## src/rtl/pwm_ctrl_pkg.sv

```systemverilog
`default_nettype none
// ============================================================================
//  Module      : pwm_ctrl_pkg
//  Description : Shared types, default widths and small unsigned helpers for
//                the PWM ramp controller and its period timer.
//  Revision    : 1.0 - initial release
// ============================================================================
package pwm_ctrl_pkg;

  localparam int c_DEF_WIDTH  = 16;
  localparam int c_DEF_STEP_W = 8;
  localparam int c_DEF_HOLD_W = 8;

  // Helpers operate on a fixed wide operand; callers zero-extend into it.
  // This limits WIDTH to at most 32 bits.
  localparam int c_ARITH_W = 32;

  typedef enum logic [1:0] {
    IDLE      = 2'd0,
    WAIT_EDGE = 2'd1,
    RAMP      = 2'd2
  } state_t;

  // Unsigned minimum.
  function automatic logic [c_ARITH_W-1:0] min_u(input logic [c_ARITH_W-1:0] a,
                                                input logic [c_ARITH_W-1:0] b);
    return (a < b) ? a : b;
  endfunction

  // Unsigned absolute difference, one extra bit so it never wraps.
  function automatic logic [c_ARITH_W:0] absdiff(input logic [c_ARITH_W-1:0] a,
                                                input logic [c_ARITH_W-1:0] b);
    return (a > b) ? ({1'b0, a} - {1'b0, b}) : ({1'b0, b} - {1'b0, a});
  endfunction

endpackage
`default_nettype wire

```

## src/rtl/pwm_ramp_ctrl_if.sv

```systemverilog
`default_nettype none
// ============================================================================
//  Module      : pwm_ramp_ctrl_if
//  Description : Ramp-command handshake between the register file (master)
//                and the PWM ramp controller (slave).
//  Revision    : 1.0 - initial release
// ============================================================================
interface pwm_ramp_ctrl_if #(
  parameter int WIDTH  = 16,
  parameter int STEP_W = 8,
  parameter int HOLD_W = 8
);

  logic              cmd_valid;
  logic              cmd_ready;
  logic [WIDTH-1:0]  cmd_period;
  logic [WIDTH-1:0]  cmd_duty;
  logic [STEP_W-1:0] cmd_step;
  logic [HOLD_W-1:0] cmd_hold;

  modport master (
    output cmd_valid, cmd_period, cmd_duty, cmd_step, cmd_hold,
    input  cmd_ready
  );

  modport slave (
    input  cmd_valid, cmd_period, cmd_duty, cmd_step, cmd_hold,
    output cmd_ready
  );

endinterface
`default_nettype wire

```

## src/rtl/pwm_period_timer.sv

```systemverilog
`default_nettype none
// ============================================================================
//  Module      : pwm_period_timer
//  Description : Free-running 0..period-1 counter mirroring the pwm block's
//                counter; flags the last cycle of every PWM period. A period
//                of 0 makes every cycle a boundary.
//  Revision    : 1.0 - initial release
// ============================================================================
module pwm_period_timer
  import pwm_ctrl_pkg::*;
#(
  parameter int WIDTH = c_DEF_WIDTH
) (
  input  logic             clk,
  input  logic             rst_n,
  input  logic [WIDTH-1:0] period,
  output logic [WIDTH-1:0] cnt,
  output logic             period_tick
);

  logic             r_run;
  logic [WIDTH-1:0] r_cnt;
  logic             w_last;

  // Last cycle of the period (or any cycle when the PWM is off).
  assign w_last      = (period == '0) || (r_cnt == (period - WIDTH'(1)));
  // Ticks are suppressed while in reset and on the first cycle after it,
  // so the tick output carries its reset value of 0.
  assign period_tick = r_run && w_last;
  assign cnt         = r_cnt;

  // Count up and wrap on the last cycle; held at 0 when the PWM is off.
  always_ff @(posedge clk or negedge rst_n) begin
    if (!rst_n) begin
      r_run <= 1'b0;
      r_cnt <= '0;
    end else begin
      r_run <= 1'b1;
      r_cnt <= w_last ? '0 : (r_cnt + WIDTH'(1));
    end
  end

endmodule
`default_nettype wire

```

## src/rtl/pwm_ramp_ctrl.sv

```systemverilog
`default_nettype none
// ============================================================================
//  Module      : pwm_ramp_ctrl
//  Description : Owns pwm.period / pwm.duty_cycle. Accepts ramp commands,
//                commits the new period at a PWM boundary, then walks the
//                duty toward the (clamped) target one step every hold+1
//                periods. Abort freezes period and duty where they are.
//  Revision    : 1.0 - initial release
// ============================================================================
module pwm_ramp_ctrl
  import pwm_ctrl_pkg::*;
#(
  parameter int WIDTH  = c_DEF_WIDTH,
  parameter int STEP_W = c_DEF_STEP_W,
  parameter int HOLD_W = c_DEF_HOLD_W
) (
  input  logic             clk,
  input  logic             rst_n,
  pwm_ramp_ctrl_if.slave   cmd,
  input  logic             abort,
  output logic [WIDTH-1:0] period,
  output logic [WIDTH-1:0] duty_cycle,
  output logic             period_tick,
  output logic             busy,
  output logic             done
);

  localparam int c_DW = WIDTH + 1;

  state_t            r_state;
  logic [WIDTH-1:0]  r_period;
  logic [WIDTH-1:0]  r_duty;
  logic [WIDTH-1:0]  r_np;
  logic [WIDTH-1:0]  r_tgt;
  logic [STEP_W-1:0] r_step;
  logic [HOLD_W-1:0] r_hold;
  logic [HOLD_W-1:0] r_hold_cnt;
  logic              r_ready;
  logic              r_busy;
  logic              r_done;

  logic [WIDTH-1:0]  w_cnt;
  logic              w_tick;
  logic [WIDTH-1:0]  w_tgt_clamp;
  logic [WIDTH-1:0]  w_duty_clamp;
  logic [WIDTH:0]    w_diff;
  logic [WIDTH-1:0]  w_step_ext;
  logic              w_last_step;
  logic              w_up;

  pwm_period_timer #(
    .WIDTH (WIDTH)
  ) u_timer (
    .clk         (clk),
    .rst_n       (rst_n),
    .period      (r_period),
    .cnt         (w_cnt),
    .period_tick (w_tick)
  );

  // Target can never exceed the period it will run under.
  assign w_tgt_clamp  = WIDTH'(min_u(c_ARITH_W'(cmd.cmd_duty), c_ARITH_W'(cmd.cmd_period)));
  // Current duty is pulled down if the new period is shorter.
  assign w_duty_clamp = WIDTH'(min_u(c_ARITH_W'(r_duty), c_ARITH_W'(r_np)));
  assign w_diff       = c_DW'(absdiff(c_ARITH_W'(r_tgt), c_ARITH_W'(r_duty)));
  assign w_step_ext   = WIDTH'(r_step);
  // Final step: jump mode, or the remaining distance fits in one step.
  assign w_last_step  = (r_step == '0) || (w_diff <= {1'b0, w_step_ext});
  assign w_up         = (r_tgt > r_duty);

  assign cmd.cmd_ready = r_ready;
  assign period        = r_period;
  assign duty_cycle    = r_duty;
  assign period_tick   = w_tick;
  assign busy          = r_busy;
  assign done          = r_done;

  // Command sequencing, period commit and duty stepping.
  always_ff @(posedge clk or negedge rst_n) begin
    if (!rst_n) begin
      r_state    <= IDLE;
      r_period   <= '0;
      r_duty     <= '0;
      r_np       <= '0;
      r_tgt      <= '0;
      r_step     <= '0;
      r_hold     <= '0;
      r_hold_cnt <= '0;
      r_ready    <= 1'b1;
      r_busy     <= 1'b0;
      r_done     <= 1'b0;
    end else begin
      r_done <= 1'b0;
      unique case (r_state)
        IDLE: begin
          if (cmd.cmd_valid && r_ready) begin
            r_np    <= cmd.cmd_period;
            r_tgt   <= w_tgt_clamp;
            r_step  <= cmd.cmd_step;
            r_hold  <= cmd.cmd_hold;
            r_state <= WAIT_EDGE;
            r_ready <= 1'b0;
            r_busy  <= 1'b1;
          end
        end
        WAIT_EDGE: begin
          if (w_tick) begin
            // The period commit happens even when aborting on this edge.
            r_period   <= r_np;
            r_duty     <= w_duty_clamp;
            r_hold_cnt <= '0;
            if (abort) begin
              r_state <= IDLE;
              r_ready <= 1'b1;
              r_busy  <= 1'b0;
            end else begin
              r_state <= RAMP;
            end
          end else if (abort) begin
            r_state <= IDLE;
            r_ready <= 1'b1;
            r_busy  <= 1'b0;
          end
        end
        RAMP: begin
          if (abort) begin
            r_state <= IDLE;
            r_ready <= 1'b1;
            r_busy  <= 1'b0;
          end else if (w_tick) begin
            if (r_hold_cnt != r_hold) begin
              r_hold_cnt <= r_hold_cnt + HOLD_W'(1);
            end else if (w_last_step) begin
              r_duty  <= r_tgt;
              r_done  <= 1'b1;
              r_state <= IDLE;
              r_ready <= 1'b1;
              r_busy  <= 1'b0;
            end else begin
              r_duty     <= w_up ? (r_duty + w_step_ext) : (r_duty - w_step_ext);
              r_hold_cnt <= '0;
            end
          end
        end
        default: begin
          r_state <= IDLE;
          r_ready <= 1'b1;
          r_busy  <= 1'b0;
        end
      endcase
    end
  end

endmodule
`default_nettype wire

```

## src/flat_wrapper.sv

```systemverilog
// flat-port wrapper written by rule: the top's interface ports become plain ports
module pwm_ramp_ctrl_flat import pwm_ctrl_pkg::*;
#(
  parameter int WIDTH  = c_DEF_WIDTH,
  parameter int STEP_W = c_DEF_STEP_W,
  parameter int HOLD_W = c_DEF_HOLD_W
)
  (clk, rst_n, abort, period, duty_cycle, period_tick, busy, done, cmd_cmd_valid, cmd_cmd_period, cmd_cmd_duty, cmd_cmd_step, cmd_cmd_hold, cmd_cmd_ready);
  pwm_ramp_ctrl_if #(.WIDTH(WIDTH), .STEP_W(STEP_W), .HOLD_W(HOLD_W)) cmd_i ();
  input  logic clk;
  input  logic rst_n;
  input  logic abort;
  output logic [WIDTH-1:0] period;
  output logic [WIDTH-1:0] duty_cycle;
  output logic period_tick;
  output logic busy;
  output logic done;
  input wire logic [$bits(cmd_i.cmd_valid)-1:0] cmd_cmd_valid;
  input wire logic [$bits(cmd_i.cmd_period)-1:0] cmd_cmd_period;
  input wire logic [$bits(cmd_i.cmd_duty)-1:0] cmd_cmd_duty;
  input wire logic [$bits(cmd_i.cmd_step)-1:0] cmd_cmd_step;
  input wire logic [$bits(cmd_i.cmd_hold)-1:0] cmd_cmd_hold;
  output wire logic [$bits(cmd_i.cmd_ready)-1:0] cmd_cmd_ready;
  assign cmd_i.cmd_valid = cmd_cmd_valid;
  assign cmd_i.cmd_period = cmd_cmd_period;
  assign cmd_i.cmd_duty = cmd_cmd_duty;
  assign cmd_i.cmd_step = cmd_cmd_step;
  assign cmd_i.cmd_hold = cmd_cmd_hold;
  assign cmd_cmd_ready = cmd_i.cmd_ready;
  pwm_ramp_ctrl #(.WIDTH(WIDTH), .STEP_W(STEP_W), .HOLD_W(HOLD_W)) u_core (.clk(clk), .rst_n(rst_n), .cmd(cmd_i), .abort(abort), .period(period), .duty_cycle(duty_cycle), .period_tick(period_tick), .busy(busy), .done(done));
endmodule
```

## config.mk

```make
export PLATFORM = sky130hd
export DESIGN_NAME = pwm_ramp_ctrl_flat
export DESIGN_NICKNAME = d
export VERILOG_FILES = /design/src/rtl/pwm_ctrl_pkg.sv /design/src/rtl/pwm_ramp_ctrl_if.sv /design/src/rtl/pwm_period_timer.sv /design/src/rtl/pwm_ramp_ctrl.sv /design/src/flat_wrapper.sv
export SDC_FILE = /design/constraint.sdc
export NUM_CORES = 1
export LEC_CHECK = 0
export ABC_AREA = 1
export CORE_ASPECT_RATIO = 1.75
export CORE_UTILIZATION = 60
export CTS_CLUSTER_SIZE = 30
export DETAILED_ROUTE_END_ITERATION = 8
export PLACE_DENSITY_LB_ADDON = 0.1
export SLEW_MARGIN = 10
export SYNTH_ARGS = -nofsm -noshare
export SYNTH_HDL_FRONTEND = slang
export SYNTH_SLANG_ARGS = --single-unit
```

## constraint.sdc

```tcl
create_clock -name clk -period 5.35 [get_ports clk]
set_input_delay 0.8025 -clock clk [delete_from_list [all_inputs] [get_ports clk]]
set_output_delay 0.8025 -clock clk [all_outputs]
set_load 0.03 [all_outputs]
```

==> qor.txt <==
IO Pins = 88
Vias = 10200
synthesized area = 0.01007 sq mm
hold path endpoint = u_core.cmd.cmd_ready
cts hold-fix bufs = 0
synthesis warning total = 0
gr usage total = 39.11%
setup_tns = 0 ns
fmax = 206.8 MHz
Root Buffer = clkbuf_16
residual DRC count = 0
Cells after Synth = 1496
max-slew violation total from the final report = 0
Initial DRT Pass Iterations = 5
Storage cell area = 0.002754 sq mm
Setup violations, final = 0
Seq/Total Area, Yosys = 27.34%
min Tclk post-route = 4.835 ns
WS Path Type = flip-flop to flip-flop
CP max stage cell = dfrtp_1
Top cell by count, worst path = nand2_1
dpl hpwl = 26.50 mm
Top FF cell, synth = dfrtp_1
initial antenna violation count = 0
nets = 1709
core box area = 0.01645 sq mm
Reg2Reg Depth = 31
clk sinks = 110
DR vias/cell = 5.689
Clock Latency Late Sink = 0.37 ns
fin worst setup slack = 0.5145 ns
worst min-delay path class = flip-flop to flip-flop
drt initial violations = 631
final core occ = 69.33%
kind of end point of the critical path = flip-flop
Overflow after GRT = 0
clk_skew = 0.01349 ns
RR Endpoint = u_core.r_hold_cnt[5]
PortBufs = 87
Hold Path Depth = 2
outcome = completed
share of post-route cells with drive strength above 1 = 5.736%
R2R setup slack = 0.51 ns
Die Area = 0.01733 sq mm
fillers = 1490
fin crit share = 90.38%
first-pass GRT wire length = 51.45 mm
synth-to-layout area growth = 13.21%
post-cts sizing count = 0
Worst Tran Pin Value = 1.035 ns
height of the die = 173.4 microns
FF+latch count, synth = 110
CTS H-tree lvls = 3
Initial Utilization = 61.24%
worst r2r src = u_core.duty_cycle[12]
Hold Startpoint = u_core.cmd.cmd_ready
worst path arrival time = 5.10 ns
drt wl/cell = 18.24 microns
Top delay family on crit path = simple AND/OR/NAND/NOR gates
max_slew headroom = 30.98%
Post-synth EDFFs = 0
Netlist cell types = 53
CTS tree = done
pre-CTS WS = 0.6487 ns
Placer Congestion = 1.052
CTS buffer count = 9
ys async rst share = 100.0%
largest net degree at the start of global routing = 77
CP required = 5.62 ns
CTS Buffer Depth = 2
slowest stage delay, CP = 0.47 ns
worst path buffer plus inverter count = 4
Total Wirelength = 32.71 mm
die width = 99.94 microns
syn_area_per_cell = 6.733 sq um
Final ANT Viol Nets = 0
final hold viol count = 0
RSZ-0062 raised after global routing = false
Syn Nets = 1641
Clk pin slew, worst setup/hold paths = 0.08 ns
Max FO, Critical Path = 31
postcts setup bufs = 0
crit path launch type = flip-flop
ant diodes = 0
Max-Cap Viols = 0
vias in the first global route = 10300
multi-input logic area = 0.006309 sq mm
FP Rows = 62
## metal layers
metal  wire length, microns  GRT usage, %  part of all wire [%]  up-vias
li1                       -             -                     -     4914
met1                  11240         38.05                    34     4836
met2                  17180         71.24                    53      316
met3                   1213         4.798                   3.7      134
met4                   3078         33.39                   9.4        0
met5                      0             0                     0        -
## final cells by class
type / count / share of cell area (%)
well taps: 224 / 2.458
clock buffers: 9 / 1.975
flip-flops and latches: 110 / 24.15
multi-input cells: 1122 / 55.33
inverters: 228 / 7.506
repair buffers: 93 / 8.011
clock inverters: 7 / 0.5706
## synthesized netlist by cell type, drive strengths merged (3+ instances only)
| master | instances | area share [%] |
|---|---|---|
| nand3b | 6 | 0.45 |
| clkbuf | 20 | 0.75 |
| or2 | 4 | 0.25 |
| xnor2 | 20 | 1.7 |
| nor3b | 3 | 0.22 |
| a21oi | 74 | 3.7 |
| o21bai | 4 | 0.30 |
| nand3 | 113 | 6.2 |
| ha | 90 | 11 |
| xor2 | 43 | 3.8 |
| o21ai | 105 | 5.2 |
| buf | 16 | 1.0 |
| nor2 | 143 | 5.8 |
| nand4 | 25 | 1.6 |
| fa | 3 | 0.60 |
| nand2 | 425 | 16 |
| o211ai | 5 | 0.37 |
| o31ai | 3 | 0.22 |
| a21boi | 19 | 1.8 |
| dfrtp | 109 | 27 |
| inv | 228 | 8.5 |
| nor3 | 22 | 1.4 |
## logic make-up (layout without fill, tap and decap cells)
group                    count (synthesis)  in the layout  share of synthesized area (%)
AND/OR/NAND/NOR                        745            745                          32.65
AO/OA/AOI/OAI                          220            220                          12.37
flip-flops                             110            110                          27.34
adder cells (fa/ha/maj)                 93             93                          11.78
buffers and inverters                  264            337                          10.27
other                                    1              1                        0.03723
XOR/XNOR                                63             63                          5.553
## cells in the final DEF, fill, tap and decap left out, types with 9 or more instances in the layout
cell type        instances
nand2_1                413
inv_1                  216
nor2_1                 131
dfrtp_1                109
nand3_1                106
o21ai_0                 94
ha_1                    90
clkdlybuf4s50_1         86
a21oi_1                 73
xor2_1                  42
nand4_1                 24
xnor2_1                 20
nor3_1                  18
inv_2                   12
o21ai_1                 11
a21boi_2                10
nand2_2                  9
clkbuf_16                9
## worst reg2reg max path: cells and delay by family (launching register included)
family / cells / cell delay [ns]
DFF: 1 / 0.47
and+or+nand+nor: 20 / 2.30
xor gates and xnor gates: 1 / 0.19
adders and majority gates: 2 / 0.70
buffers and inverters: 4 / 0.32
AOI/OAI and AO/OA: 4 / 0.76
## worst max-delay path by stage
stage | endpoint | start | slack (ns) | depth (start not counted)
3_5_place_dp | u_core.r_hold_cnt[2] | u_core.duty_cycle[14] | 0.65 | 30
6_report | u_core.r_hold_cnt[5] | u_core.duty_cycle[12] | 0.51 | 31
3_3_place_gp | u_core.r_hold_cnt[4] | u_core.duty_cycle[14] | 0.82 | 30
2_1_floorplan | u_core.duty_cycle[12] | u_core.duty_cycle[3] | 1.06 | 27
5_1_grt | u_core.r_hold_cnt[6] | u_core.duty_cycle[10] | 0.11 | 33
4_1_cts | u_core.r_hold_cnt[5] | u_core.duty_cycle[14] | 0.63 | 30
## flip-flops by register name, summed over array words and instances (netlist names), 8 cells and up
register	cells
u_core.duty_cycle	16
u_core.period	16
u_core.r_np	16
u_core.r_tgt	16
u_core.u_timer.cnt	16
u_core.r_hold	8
u_core.r_hold_cnt	8
u_core.r_step	8
## metrics by stage
stage               area, sq um  std cells  hold WS (ns)
floorplan                 10070       1496        0.4530
CTS                       11390       1793        0.4836
detailed placement        11100       1777        0.4728
global placement          11100       1777        0.4644
finish                    11400       1793        0.4846
global route              11400       1793        0.5104
Power is left out: the tool's default activity adds up to more than one toggle a clock period on the data nets, which glitch-free logic cannot reach.
